### config.mk
export PLATFORM = sky130hd
export DESIGN_NAME = sc_spi_target
export DESIGN_NICKNAME = d
export VERILOG_FILES = /design/src/rtl/sc_spi_target.sv
export SDC_FILE = /design/constraint.sdc
export NUM_CORES = 1
export LEC_CHECK = 0
export ABC_AREA = 1
export CELL_PAD_IN_SITES_DETAIL_PLACEMENT = 1
export CELL_PAD_IN_SITES_GLOBAL_PLACEMENT = 1
export CORE_ASPECT_RATIO = 0.7
export CORE_UTILIZATION = 45
export CTS_CLUSTER_DIAMETER = 150
export DETAILED_ROUTE_END_ITERATION = 7
export PLACE_DENSITY_LB_ADDON = 0.12
export SETUP_SLACK_MARGIN = 0.2
export SLEW_MARGIN = 10
export SYNTH_ARGS = -nofsm -noshare
export SYNTH_HDL_FRONTEND = slang
export SYNTH_SLANG_ARGS = --single-unit
### constraint.sdc
create_clock -name SYSCLK -period 10.1 [get_ports SYSCLK]
set_clock_uncertainty 0.05 [all_clocks]
set_input_delay 1.01 -clock SYSCLK [delete_from_list [all_inputs] [get_ports SYSCLK]]
set_output_delay 1.01 -clock SYSCLK [all_outputs]
set_load 0.01 [all_outputs]
### src/rtl/sc_spi_target.sv
// SPI target engine, fully oversampled on SYSCLK: all four CPOL/CPHA modes, 1..32 bit words,
// MSB/LSB first, valid/ack word handshake. Define SC_SPI_TARGET_SYNC_EN to add 2-flop input synchronizers.
module sc_spi_target (
  input  logic        SYSCLK,
  input  logic        SYSRST,
  input  logic [5:0]  DWIDTH,
  input  logic        CPOL,
  input  logic        CPHA,
  input  logic        BORDER,
  input  logic [31:0] TXDATA,
  input  logic        TXVALID,
  output logic        TXACK,
  output logic [31:0] RXDATA,
  output logic        RXVALID,
  output logic        UNDERRUN,
  output logic        SPIBUSY,
  output logic        SPICOMPLETE,
  input  logic        CSB,
  input  logic        SCLK,
  input  logic        MOSI,
  output logic        MISO,
  output logic        MISO_OE
);

  localparam logic [0:0] ST_IDLE   = 1'b0;
  localparam logic [0:0] ST_ACTIVE = 1'b1;

  function automatic logic [5:0] eff_width(input logic [5:0] w);
    return (w == 6'd0 || w > 6'd32) ? 6'd32 : w;
  endfunction

  function automatic logic [31:0] width_mask(input logic [5:0] w);
    return 32'hFFFF_FFFF >> (6'd32 - w);
  endfunction

  logic csb_s, sclk_s, mosi_s;

  // CSB is reset to the asserted level so that a pin already low when reset is released
  // does not look like a fresh fall; a transaction needs a genuine high-to-low transition.
`ifdef SC_SPI_TARGET_SYNC_EN
  logic [1:0] csb_q, sclk_q, mosi_q;

  always_ff @(posedge SYSCLK or posedge SYSRST) begin
    if (SYSRST) begin
      csb_q  <= '0;
      sclk_q <= '0;
      mosi_q <= '0;
    end else begin
      csb_q  <= {csb_q[0], CSB};
      sclk_q <= {sclk_q[0], SCLK};
      mosi_q <= {mosi_q[0], MOSI};
    end
  end

  assign csb_s  = csb_q[1];
  assign sclk_s = sclk_q[1];
  assign mosi_s = mosi_q[1];
`else
  logic csb_q, sclk_q, mosi_q;

  always_ff @(posedge SYSCLK or posedge SYSRST) begin
    if (SYSRST) begin
      csb_q  <= 1'b0;
      sclk_q <= 1'b0;
      mosi_q <= 1'b0;
    end else begin
      csb_q  <= CSB;
      sclk_q <= SCLK;
      mosi_q <= MOSI;
    end
  end

  assign csb_s  = csb_q;
  assign sclk_s = sclk_q;
  assign mosi_s = mosi_q;
`endif

  logic [0:0]  state;
  logic        csb_d, sclk_d;
  logic [5:0]  dw_l;
  logic        cpol_l, cpha_l, border_l;
  logic [5:0]  bit_cnt;
  logic [31:0] rx_sh, tx_sh;
  logic        reload_armed, first_shift;

  logic        active, csb_fall, csb_rise, lead, trail;
  logic        sample_edge, shift_edge, load_now;
  logic [5:0]  dw_in, dw_use, cnt_next;
  logic        border_use;
  logic [4:0]  top_use, top_l;
  logic [31:0] load_word, rx_next, rx_word, tx_adv;
  logic        load_bit, tx_adv_bit;

  assign active   = (state == ST_ACTIVE);
  assign csb_fall = csb_d & ~csb_s;
  assign csb_rise = ~csb_d & csb_s;
  assign lead     = (sclk_d == cpol_l) && (sclk_s != cpol_l);
  assign trail    = (sclk_d != cpol_l) && (sclk_s == cpol_l);

  // A CSB rise in the same cycle as an SCLK edge ends the transaction and the edge is dropped.
  assign sample_edge = active & ~csb_rise & (cpha_l ? trail : lead);
  assign shift_edge  = active & ~csb_rise & (cpha_l ? lead : trail);
  assign load_now    = (~active & csb_fall) | (shift_edge & reload_armed);

  assign TXACK    = load_now & TXVALID;
  assign UNDERRUN = load_now & ~TXVALID;
  assign SPIBUSY  = active;

  // The CSB-fall load uses the live config, later reloads the per-transaction copy.
  assign dw_in      = eff_width(DWIDTH);
  assign dw_use     = active ? dw_l : dw_in;
  assign border_use = active ? border_l : BORDER;
  assign top_use    = 5'(dw_use - 6'd1);
  assign top_l      = 5'(dw_l - 6'd1);
  assign load_word  = TXVALID ? (TXDATA & width_mask(dw_use)) : 32'd0;
  assign load_bit   = border_use ? load_word[0] : load_word[top_use];

  // LSB-first words fill from bit 31 down, so the finished word is right-justified by shifting.
  assign rx_next  = border_l ? {mosi_s, rx_sh[31:1]} : {rx_sh[30:0], mosi_s};
  assign rx_word  = border_l ? (rx_next >> (6'd32 - dw_l)) : (rx_next & width_mask(dw_l));
  assign cnt_next = bit_cnt + 6'd1;

  assign tx_adv     = border_l ? (tx_sh >> 1) : (tx_sh << 1);
  assign tx_adv_bit = border_l ? tx_adv[0] : tx_adv[top_l];

  // NOTE: sequential state uses non-blocking assignments so every flop samples pre-edge values.
  always_ff @(posedge SYSCLK or posedge SYSRST) begin
    if (SYSRST) begin
      state        <= ST_IDLE;
      csb_d        <= 1'b0;
      sclk_d       <= 1'b0;
      dw_l         <= 6'd32;
      cpol_l       <= 1'b0;
      cpha_l       <= 1'b0;
      border_l     <= 1'b0;
      bit_cnt      <= '0;
      rx_sh        <= '0;
      tx_sh        <= '0;
      reload_armed <= 1'b0;
      first_shift  <= 1'b0;
      RXDATA       <= '0;
      RXVALID      <= 1'b0;
      SPICOMPLETE  <= 1'b0;
      MISO         <= 1'b0;
      MISO_OE      <= 1'b0;
    end else begin
      csb_d       <= csb_s;
      sclk_d      <= sclk_s;
      RXVALID     <= 1'b0;
      SPICOMPLETE <= 1'b0;

      if (!active) begin
        if (csb_fall) begin
          state        <= ST_ACTIVE;
          dw_l         <= dw_in;
          cpol_l       <= CPOL;
          cpha_l       <= CPHA;
          border_l     <= BORDER;
          bit_cnt      <= '0;
          reload_armed <= 1'b0;
          first_shift  <= CPHA;
          tx_sh        <= load_word;
          MISO         <= load_bit;
          MISO_OE      <= 1'b1;
        end
      end else if (csb_rise) begin
        state        <= ST_IDLE;
        MISO_OE      <= 1'b0;
        SPICOMPLETE  <= 1'b1;
        reload_armed <= 1'b0;
      end else begin
        if (sample_edge) begin
          rx_sh <= rx_next;
          if (cnt_next == dw_l) begin
            RXDATA       <= rx_word;
            RXVALID      <= 1'b1;
            bit_cnt      <= '0;
            reload_armed <= 1'b1;
          end else begin
            bit_cnt <= cnt_next;
          end
        end

        // With CPHA=1 the first leading edge presents bit 0 of the word loaded at CSB fall.
        if (shift_edge) begin
          if (reload_armed) begin
            tx_sh        <= load_word;
            MISO         <= load_bit;
            reload_armed <= 1'b0;
          end else if (first_shift) begin
            first_shift <= 1'b0;
          end else begin
            tx_sh <= tx_adv;
            MISO  <= tx_adv_bit;
          end
        end
      end
    end
  end

endmodule
* Yosys cells after proc, flatten, opt, wreduce, memory -nomap -nowiden
Index checks and enable logic that the tools add are counted.
** Storage, ports and cells
- Register bits after elaboration :: 123
- Bits of input ports :: 47
- Output and inout bits :: 39
- Logic and storage cells :: 127
** Operators by class
- Add/sub/neg operators :: 5
- Order comparisons :: 3
- Eq/ne operators :: 11
- Shifts and indexed selects :: 3
- Multiplexer cells :: 56
- Bitwise operators :: 17
- Reductions and logical operators :: 12
** Operators by type and width (number)
- 2-to-1 mux 32 bit :: 10
- AND 32 bit :: 2
- >> shifter 32 x 6 -> 32 bit (first input constant) :: 2
- 2-to-1 mux 6 bit :: 7
- 2-to-1 mux 1 bit :: 37
- >> shifter 32 x 6 -> 32 bit :: 1
- less-than comparator 5 x 6 -> 1 bit (second input constant) :: 2
- AND reduction 4 bit :: 3
- subtractor 6 bit (first input constant) :: 2
- binary-select mux 1 bit (select 5 bit) :: 2
- subtractor 5 x 1 -> 5 bit (second input constant) :: 2
- AND 1 bit :: 9
- adder 6 x 1 -> 6 bit (second input constant) :: 1
- equality test 6 bit :: 1
- greater-than comparator 6 bit (second input constant) :: 1
- zero test 6 bit :: 1
- inequality test 2 x 1 -> 1 bit (second input constant) :: 3
- AND reduction 3 bit :: 2
- inverter 1 bit :: 5
- inequality test 2 bit (second input constant) :: 2
- AND reduction 2 bit :: 2
- inequality test 3 bit (second input constant) :: 1
- equality test 1 bit :: 2
- logical AND 1 bit :: 2
- 4 further kinds :: 5

* Depth between registers and ports, before layout
Gate-level depths: netlist (run 1).
- Word-level depth :: 15
- Gate-level depth with buffers :: 26
- Depth with buffers taken out :: 25

* Worst setup path before layout (run 1)
OpenSTA, ideal clock, no wires.
- Path type :: input -> register
- From :: input port DWIDTH[0]
- To :: register MISO
- Arrival :: 3.271 ns
- Path slack :: 6.662 ns
- Cell stages on the path :: 23
- Buffers on the path :: 1
- Cell sequence :: nor2_1 nand3_1 nand2_1 nand4_1 nand2_2 inv_2 buf_4 ha_1 clkinv_1 nor2_1 inv_1 nand2_1 nor2_1 nand2_1 nand2_1 nand3_1 nand2_1 a21oi_1 nand3_1 nand3_1 nand2_1 nand2_1 nand2_1
** Between the ends
- Cells in the longest elaborated chain, start to end :: 15
- Elaborated cells on any way between the ends :: 18
- Classes of those cells :: add/sub (2); order compare (1); shift (1); mux (11); bitwise (1); reduce/logical (2)
** RTL lines
- start: declaration :: RTL line 6 : input logic [5:0] DWIDTH,
- greater-than comparator 6 bit or zero test 6 bit (tied branches) :: RTL line 29 : return (w == 6'd0 || w > 6'd32) ? 6'd32 : w;
- logical OR 1 bit :: RTL line 29
- 2-to-1 mux 6 bit (*) :: RTL line 29
- 2-to-1 mux 6 bit (*) :: RTL line 111 : assign dw_use = active ? dw_l : dw_in;
- subtractor 6 bit :: RTL line 33 : return 32'hFFFF_FFFF >> (6'd32 - w);
- >> shifter 32 x 6 -> 32 bit :: RTL line 33
- AND 32 bit :: RTL line 115 : assign load_word = TXVALID ? (TXDATA & width_mask(dw_use)) : 32'd0;
- 2-to-1 mux 32 bit :: RTL line 115
- binary-select mux 1 bit (select 5 bit) :: RTL line 116 : assign load_bit = border_use ? load_word[0] : load_word[top_use];
- 2-to-1 mux 1 bit (not written as such) :: RTL line 116
- 2-to-1 mux 1 bit (*) :: RTL line 116
- 2-to-1 mux 1 bit :: RTL line 186 : if (reload_armed) begin
- 2-to-1 mux 1 bit :: RTL line 185 : if (shift_edge) begin
- 2-to-1 mux 1 bit :: RTL line 166 : end else if (csb_rise) begin
- 2-to-1 mux 1 bit (*) :: RTL line 152 : if (!active) begin
- end signal: assignment :: RTL line 163 : MISO <= load_bit;
- end signal: assignment :: RTL line 188 : MISO <= load_bit;
- end signal: assignment :: RTL line 194 : MISO <= tx_adv_bit;
- end: declaration :: RTL line 21 : output logic MISO,
Every way passes the cells marked *; elsewhere a longest branch is shown, timed or not. The select of a mux whose other input is x is not followed.
A chain may end at the register's enable or synchronous reset.

* Final worst setup path (run 1)
- From :: input port DWIDTH[1]
- To :: register MISO
The elaborated chain is that of the path after synthesis.

==> run metrics, run 1 <==
Seq/Total Area, Yosys=0.338; R2R setup slack=roughly 5.8 ns; dominant cells by area after synthesis=dfrtp_1 (34%), nand2_1 (16%), o21ai_0 (13%), inv_1 (5.3%), a21oi_1 (4.4%); Crit path max-delay family=simple AND/OR/NAND/NOR gates; minimum clock period=4.58 ns; leakage=roughly 0.005 uW; hold crit path type=flop to flop; DRC=0; mapped cell area=between 9000 and 10000 um^2; htree depth=4; clock-pin slew on the worst setup and hold paths=roughly 0.06 ns; CP max-delay cell=ha_1; ratio of cells with drive above 1 in the final layout=0.0671; Worst path most repeated cell=nand2_1; # nets final=between 1000 and 1500; largest net degree at the start of global routing=71; GPL Wtd Cong=0.979; EDFF count, synth=0; Final Slew Violations=0; Switching Share=0.471; cts hold-fix bufs=0; Synth Warn #=0; Die ar.=20800 um^2; Post-synth ARST share=1.00; Critical Path, Cell by Cell=clkdlybuf4s50_1 -> nor2_1 -> nand3_1 -> nand2_1 -> nand4_1 -> nand2_2 -> inv_2 -> ha_1 -> clkinv_1 -> nor2_1 -> inv_1 -> nand2_1 -> nor2_1 -> nand2_1 -> nand2_1 -> nand3_1 -> nand2_1 -> a21oi_1 -> nand3_1 -> nand3_1 -> nand2_1 -> nand2_1 -> nand2_1; VDD IR-drop max=0.128 mV; critical path data arrival time=4.86 ns; Max Cap Viol=0; Pwr Density=approximately 230 nW/um^2; Detail Route Antenna Nets=0; measured slew at the worst slew-check pin=0.966 ns; Seq pwr share=0.272; CTS tree=yes; Sink Count=123; CTS max path bufs=2; Top FF cell, synth=dfrtp_1; FP Rows=43; antenna violations before repair=3; RSZ-0062 raised after global routing=no; WP data required=10.38 ns; Post-CTS Setup Bufs=0; first-pass GRT wire length=57.2 mm; Int Pwr=1310 uW; routed vias=10100; crit path buf inv count=4; area leader, netlist=dfrtp_1; Cell variety after synth=57; Min Hold Slack=0.361 ns; Synth top area share=0.335; via count of the first global-routing pass=roughly 10000; number of DRC markers in iteration 0=1048; most common library cells after synthesis=nand2_1 (392), o21ai_0 (240), inv_1 (129); Die Ht=121 um; core area=about 20000 um^2; Synth Net Count=1437; vias per inst=5.90; Slew Limit Headroom=0.354; f_max=0.218 GHz; Pwr Total=2470 uW; initial core utilization=0.460; Critical Path Max Stage Delay=~0.5 ns; syn avg cell area=6.59 um^2; gr ovfl total=0; boundary pin count=between 80 and 90; Setup TNS=0 ns; IO Port Bufs=85; CP max FO=24; Setup crit start kind=input port; final setup vio count=0; Yosys reg bits=roughly 120; Worst-Skew Late Latency=0.44 ns; Post-CTS Resized=0; HPWL Detailed=26.5 mm; clock share of power=0.252; WS Path Type=input port to flop; Gate Count Post-Synth=around 1400; Root Buffer=clkbuf_16; final WL=36.6 mm; P&R area growth vs syn=17.0%; GRT Overall Usage=0.366; Worst Setup End Kind=flop; floorplan die width=172 um; DR pass1 iterations=5; Final Cycle Share=0.454; Final Hold Fails=0; routed len/inst=~21 um; logic gate share of total power=0.476; P_sw=1160 uW; most common cell in the synthesized netlist=nand2_1; cts bufs inserted=17; status=completed
metrics by stage:
step           setup WS [ns]  area [um^2]  instances  utilization
4_1_cts                 5.64        10700       1701        0.538
3_5_place_dp            5.18        10100       1669        0.508
3_3_place_gp            5.34        10100       1669        0.508
6_report                5.52        10700       1704        0.538
2_1_floorplan           5.77         9110       1382            -
5_1_grt                 5.17        10700       1701        0.538
power groups by stage:
| stage | clock network [uW] | registers, uW | logic [uW] |
|---|---|---|---|
| after CTS | 627 | 671 | 1140 |
| after detailed placement | 0 | 677 | 1120 |
| after global routing | 646 | 684 | 1280 |
| after floorplan | 0 | 649 | 767 |
| after global placement | 0 | 673 | 1100 |
| final | 622 | 673 | 1180 |
cells in the final DEF, fill, tap and decap left out, types with 8 or more instances in the layout:
cell type and count:
clkbuf_16 17, dfrtp_1 121, clkdlybuf4s50_1 85, ha_1 8
o211ai_1 19, buf_4 14, inv_2 9, inv_1 128
nand4_1 8, nand2_1 392, o21ai_1 11, nand2_2 9
a21oi_1 81, a22o_1 17, mux2i_1 11, nor2_1 91
o22ai_1 12, o21ai_0 240, nand3_1 62
cell families after synthesis:
logic type | count (synthesis) | share of synthesized area
XOR/XNOR | 10 | 0.0113
buffers and inverters | 223 | 0.0983
AO/OA/AOI/OAI | 412 | 0.253
flip-flops | 123 | 0.338
multiplexers | 14 | 0.0158
AND/OR/NAND/NOR | 592 | 0.273
adder cells (fa/ha/maj) | 8 | 0.0110
per-layer routing:
metal | part of all wire | vias up | global-route usage
li1 | - | 4646 | -
met1 | 0.47 | 4922 | 0.524
met2 | 0.41 | 429 | 0.515
met3 | 0.10 | 61 | 0.129
met4 | 0.018 | 0 | 0.0968
met5 | 0 | - | 0
worst register-to-register path, delay by kind of cell, from the launching register on:
kind | cells | cell delay [ns]
DFF | 1 | 0.42
AOI/OAI and AO/OA | 2 | 0.52
adders and majority gates | 2 | 1.11
buffers and inverters | 5 | 1.13
and+or+nand+nor | 4 | 0.98
sequential cells by signal (all words and copies together), names as in the netlist, 6 cells and up:
name,flops
RXDATA,32
dw_l,6
bit_cnt,6
rx_sh,32
tx_sh,32
layout make-up:
cell class	count	area [um^2]
multi-input combinational	1036	5150
inverter	141	532
clock inverter	11	119
timing repair buffer	99	956
clock buffer	21	470
antenna	3	7.51
tap	270	338
fill	2630	9140
sequential	123	3080
path summary, 6_finish.rpt:
kind / startpoint / endpoint / cells after the start
max in group asynchronous: SYSRST / border_l / 3
hold reg to reg: csb_q / csb_d / 0
setup reg to reg: dw_l[1] / MISO / 13
hold / removal: csb_q / csb_d / 0
min in group asynchronous: SYSRST / rx_sh[30] / 2
setup / recovery: DWIDTH[1] / MISO / 23
(Power assumes the default switching activity.)
==> run 2, diff against run 1 <==
CORE_UTILIZATION = 38   (was 45)
clock period = 4.2 ns   (was 10.1 ns; I/O delays follow)
==> run 2 against run 1 <==
  * Critical path depth decreased by 3
  * Non-clock buffer count increased by 13
  * Largest power group unchanged
  * Final cell count increased by 3.3%
  * Sequential power increased by 140%
  * Sequential share of layout area decreased by 0.50 points
  * Global-route usage decreased by 7.3 points
  * Core utilization decreased by 7.8 points
  * Sequential cell count unchanged
==> run metrics, run 2 (same netlist as run 1, synthesis figures left out) <==
status=completed; via count of the first global-routing pass=9633 (-4.1%); WP data required=4.53 ns (-5.85 ns); IO Port Bufs=85 (unchanged); P&R area growth vs syn=19.1%; first-pass GRT wire length=56.2 mm (-1.8%); CP max-delay cell=dfrtp_1; Setup TNS=0 ns (unchanged); Detail Route Antenna Nets=0 (unchanged); Final Cycle Share=0.840; Fillers=3077 (+17%); cts bufs inserted=17 (unchanged); Critical Path Max Stage Delay=0.62 ns (+0.12 ns); number of DRC markers in iteration 0=905 (-14%); DR pass1 iterations=7 (+2); Worst path most repeated cell=nand2_1; most frequent cells in the layout=nand2_1 (392), o21ai_0 (240), inv_1 (128); boundary pin count=86 (unchanged); Final Hold Fails=0 (unchanged); RR Startpoint=SPIBUSY; CTS max path bufs=2 (unchanged); WS Path Type=flop to flop; FP Rows=47 (+9.3%); routed vias=9674 (-3.8%); R2R setup slack=0.67 ns (-5.15 ns); measured slew at the worst slew-check pin=0.938 ns (-0.0278 ns); vias per inst=5.49 (-6.9%); Die Ht=132 um (+8.7%); Sink Count=123 (unchanged); cts hold-fix bufs=0 (unchanged); Critical Path, Cell by Cell=inv_2 -> nand4_1 -> nand2_2 -> inv_2 -> ha_1 -> nand2_2 -> nor2_2 -> xor2_2 -> inv_2 -> nor2_4 -> nand3_1 -> a21oi_1 -> nand2_1 -> nand2_1 -> nand2_1 -> nand3_1 -> nand3_1 -> nand2_1 -> nand2_1 -> nand2_1; clock-pin slew on the worst setup and hold paths=0.06 ns (about the same); minimum clock period=3.53 ns; Final Slew Violations=0 (unchanged); VDD IR-drop max=0.332 mV (+160%); final WL=34.9 mm (-4.7%); floorplan die width=187 um (+8.7%); leakage=0.00499 uW (+1.5%); Setup crit start kind=flop; placed cells=1730 (+3.7%); RSZ-0062 raised after global routing=no; n_diodes=0 (-3); Die ar.=24600 um^2 (+18%); f_max=between 0.2 and 0.3 GHz; Min Hold Slack=0.363 ns (+0.00242 ns); largest net degree at the start of global routing=59 (-17%); Crit path max-delay family=simple AND/OR/NAND/NOR gates; commonest non-fill, non-tap cell in the layout=nand2_1; Root Buffer=clkbuf_16; GRT Overall Usage=0.293 (-0.0729); hold crit path type=flop to flop; DRC=0 (unchanged); routed len/inst=19.8 um (-7.8%); ratio of cells with drive above 1 in the final layout=0.0748 (+0.00776); crit path buf inv count=3 (-1); Max Cap Viol=0 (unchanged); Pwr Density=554 nW/um^2 (+140%); Worst Setup End Kind=flop; Critical Path Source=SPIBUSY; CP max FO=19 (-21%); initial core utilization=0.386 (-0.0738); Worst-Skew Late Latency=0.44 ns (about the same); Post-CTS Setup Bufs=0 (unchanged); HPWL Detailed=26.4 mm (-0.34%); htree depth=4 (unchanged); hold wc startpoint=sclk_q; Final Instance Count excl. Fillers=1761 (+3.3%); antenna violations before repair=0 (-3); Largest regs=RXDATA x32, rx_sh x32, tx_sh x32; core area=23600 um^2 (+19%); Slew Limit Headroom=0.372 (+0.0182); Post-CTS Resized=0 (unchanged); final setup vio count=0 (unchanged); CTS tree=yes; critical path data arrival time=3.86 ns (-1.00 ns); GPL Wtd Cong=0.974 (-0.45%); # nets final=1486 (+0.88%); final design utilization=0.460 (-0.0783); gr ovfl total=0 (unchanged)
-- run 2: routing by layer --
layer | track usage | vias up | share of wire
li1 | - | 4674 | -
met1 | 0.468 | 4727 | 0.53
met2 | 0.396 | 244 | 0.39
met3 | 0.0593 | 29 | 0.065
met4 | 0.0606 | 0 | 0.011
met5 | 0 | - | 0
-- run 2: power by group --
part           internal [uW]  switching [uW]
logic                    854            2000
registers               1420             174
clock network            999             569
total                   3270            2740
-- run 2: worst paths after layout --
kind | cells after the start | endpoint
setup / recovery | 20 | MISO
min in group asynchronous | 2 | rx_sh[23]
max in group asynchronous | 3 | rx_sh[1]
hold / removal | 0 | sclk_d
setup reg to reg | 20 | MISO
hold reg to reg | 0 | sclk_d
-- run 2: worst register-to-register path: stages (launching register included) --
cell and delay (ns):
dfrtp_1 0.62, inv_2 0.21, nand4_1 0.16, nand2_2 0.08, inv_2 0.29, ha_1 0.25, nand2_2 0.08, nor2_2 0.13
xor2_2 0.23, inv_2 0.19, nor2_4 0.37, nand3_1 0.16, a21oi_1 0.15, nand2_1 0.06, nand2_1 0.06, nand2_1 0.05
nand3_1 0.08, nand3_1 0.07, nand2_1 0.09, nand2_1 0.04, nand2_1 0.04
-- run 2: final cells by class --
class / instances / area, um^2 / area share
clock buffer: 19 / 443 / 0.0408
inverter: 141 / 532 / 0.0490
timing repair buffer: 112 / 1070 / 0.0983
clock inverter: 12 / 173 / 0.0159
multi-input combinational: 1036 / 5150 / 0.475
sequential: 123 / 3080 / 0.284
tap: 318 / 398 / 0.0367
-- run 2: metrics by stage --
stage / worst slack [ns] / cell area (um^2) / total power (uW)
floorplan: 0.461 / 9110 / 3410
global placement: 0.515 / 10200 / 4330
detailed placement: 0.328 / 10200 / 4380
CTS: 0.666 / 10800 / 5980
global route: 0.271 / 10800 / 6400
finish: 0.671 / 10800 / 6010
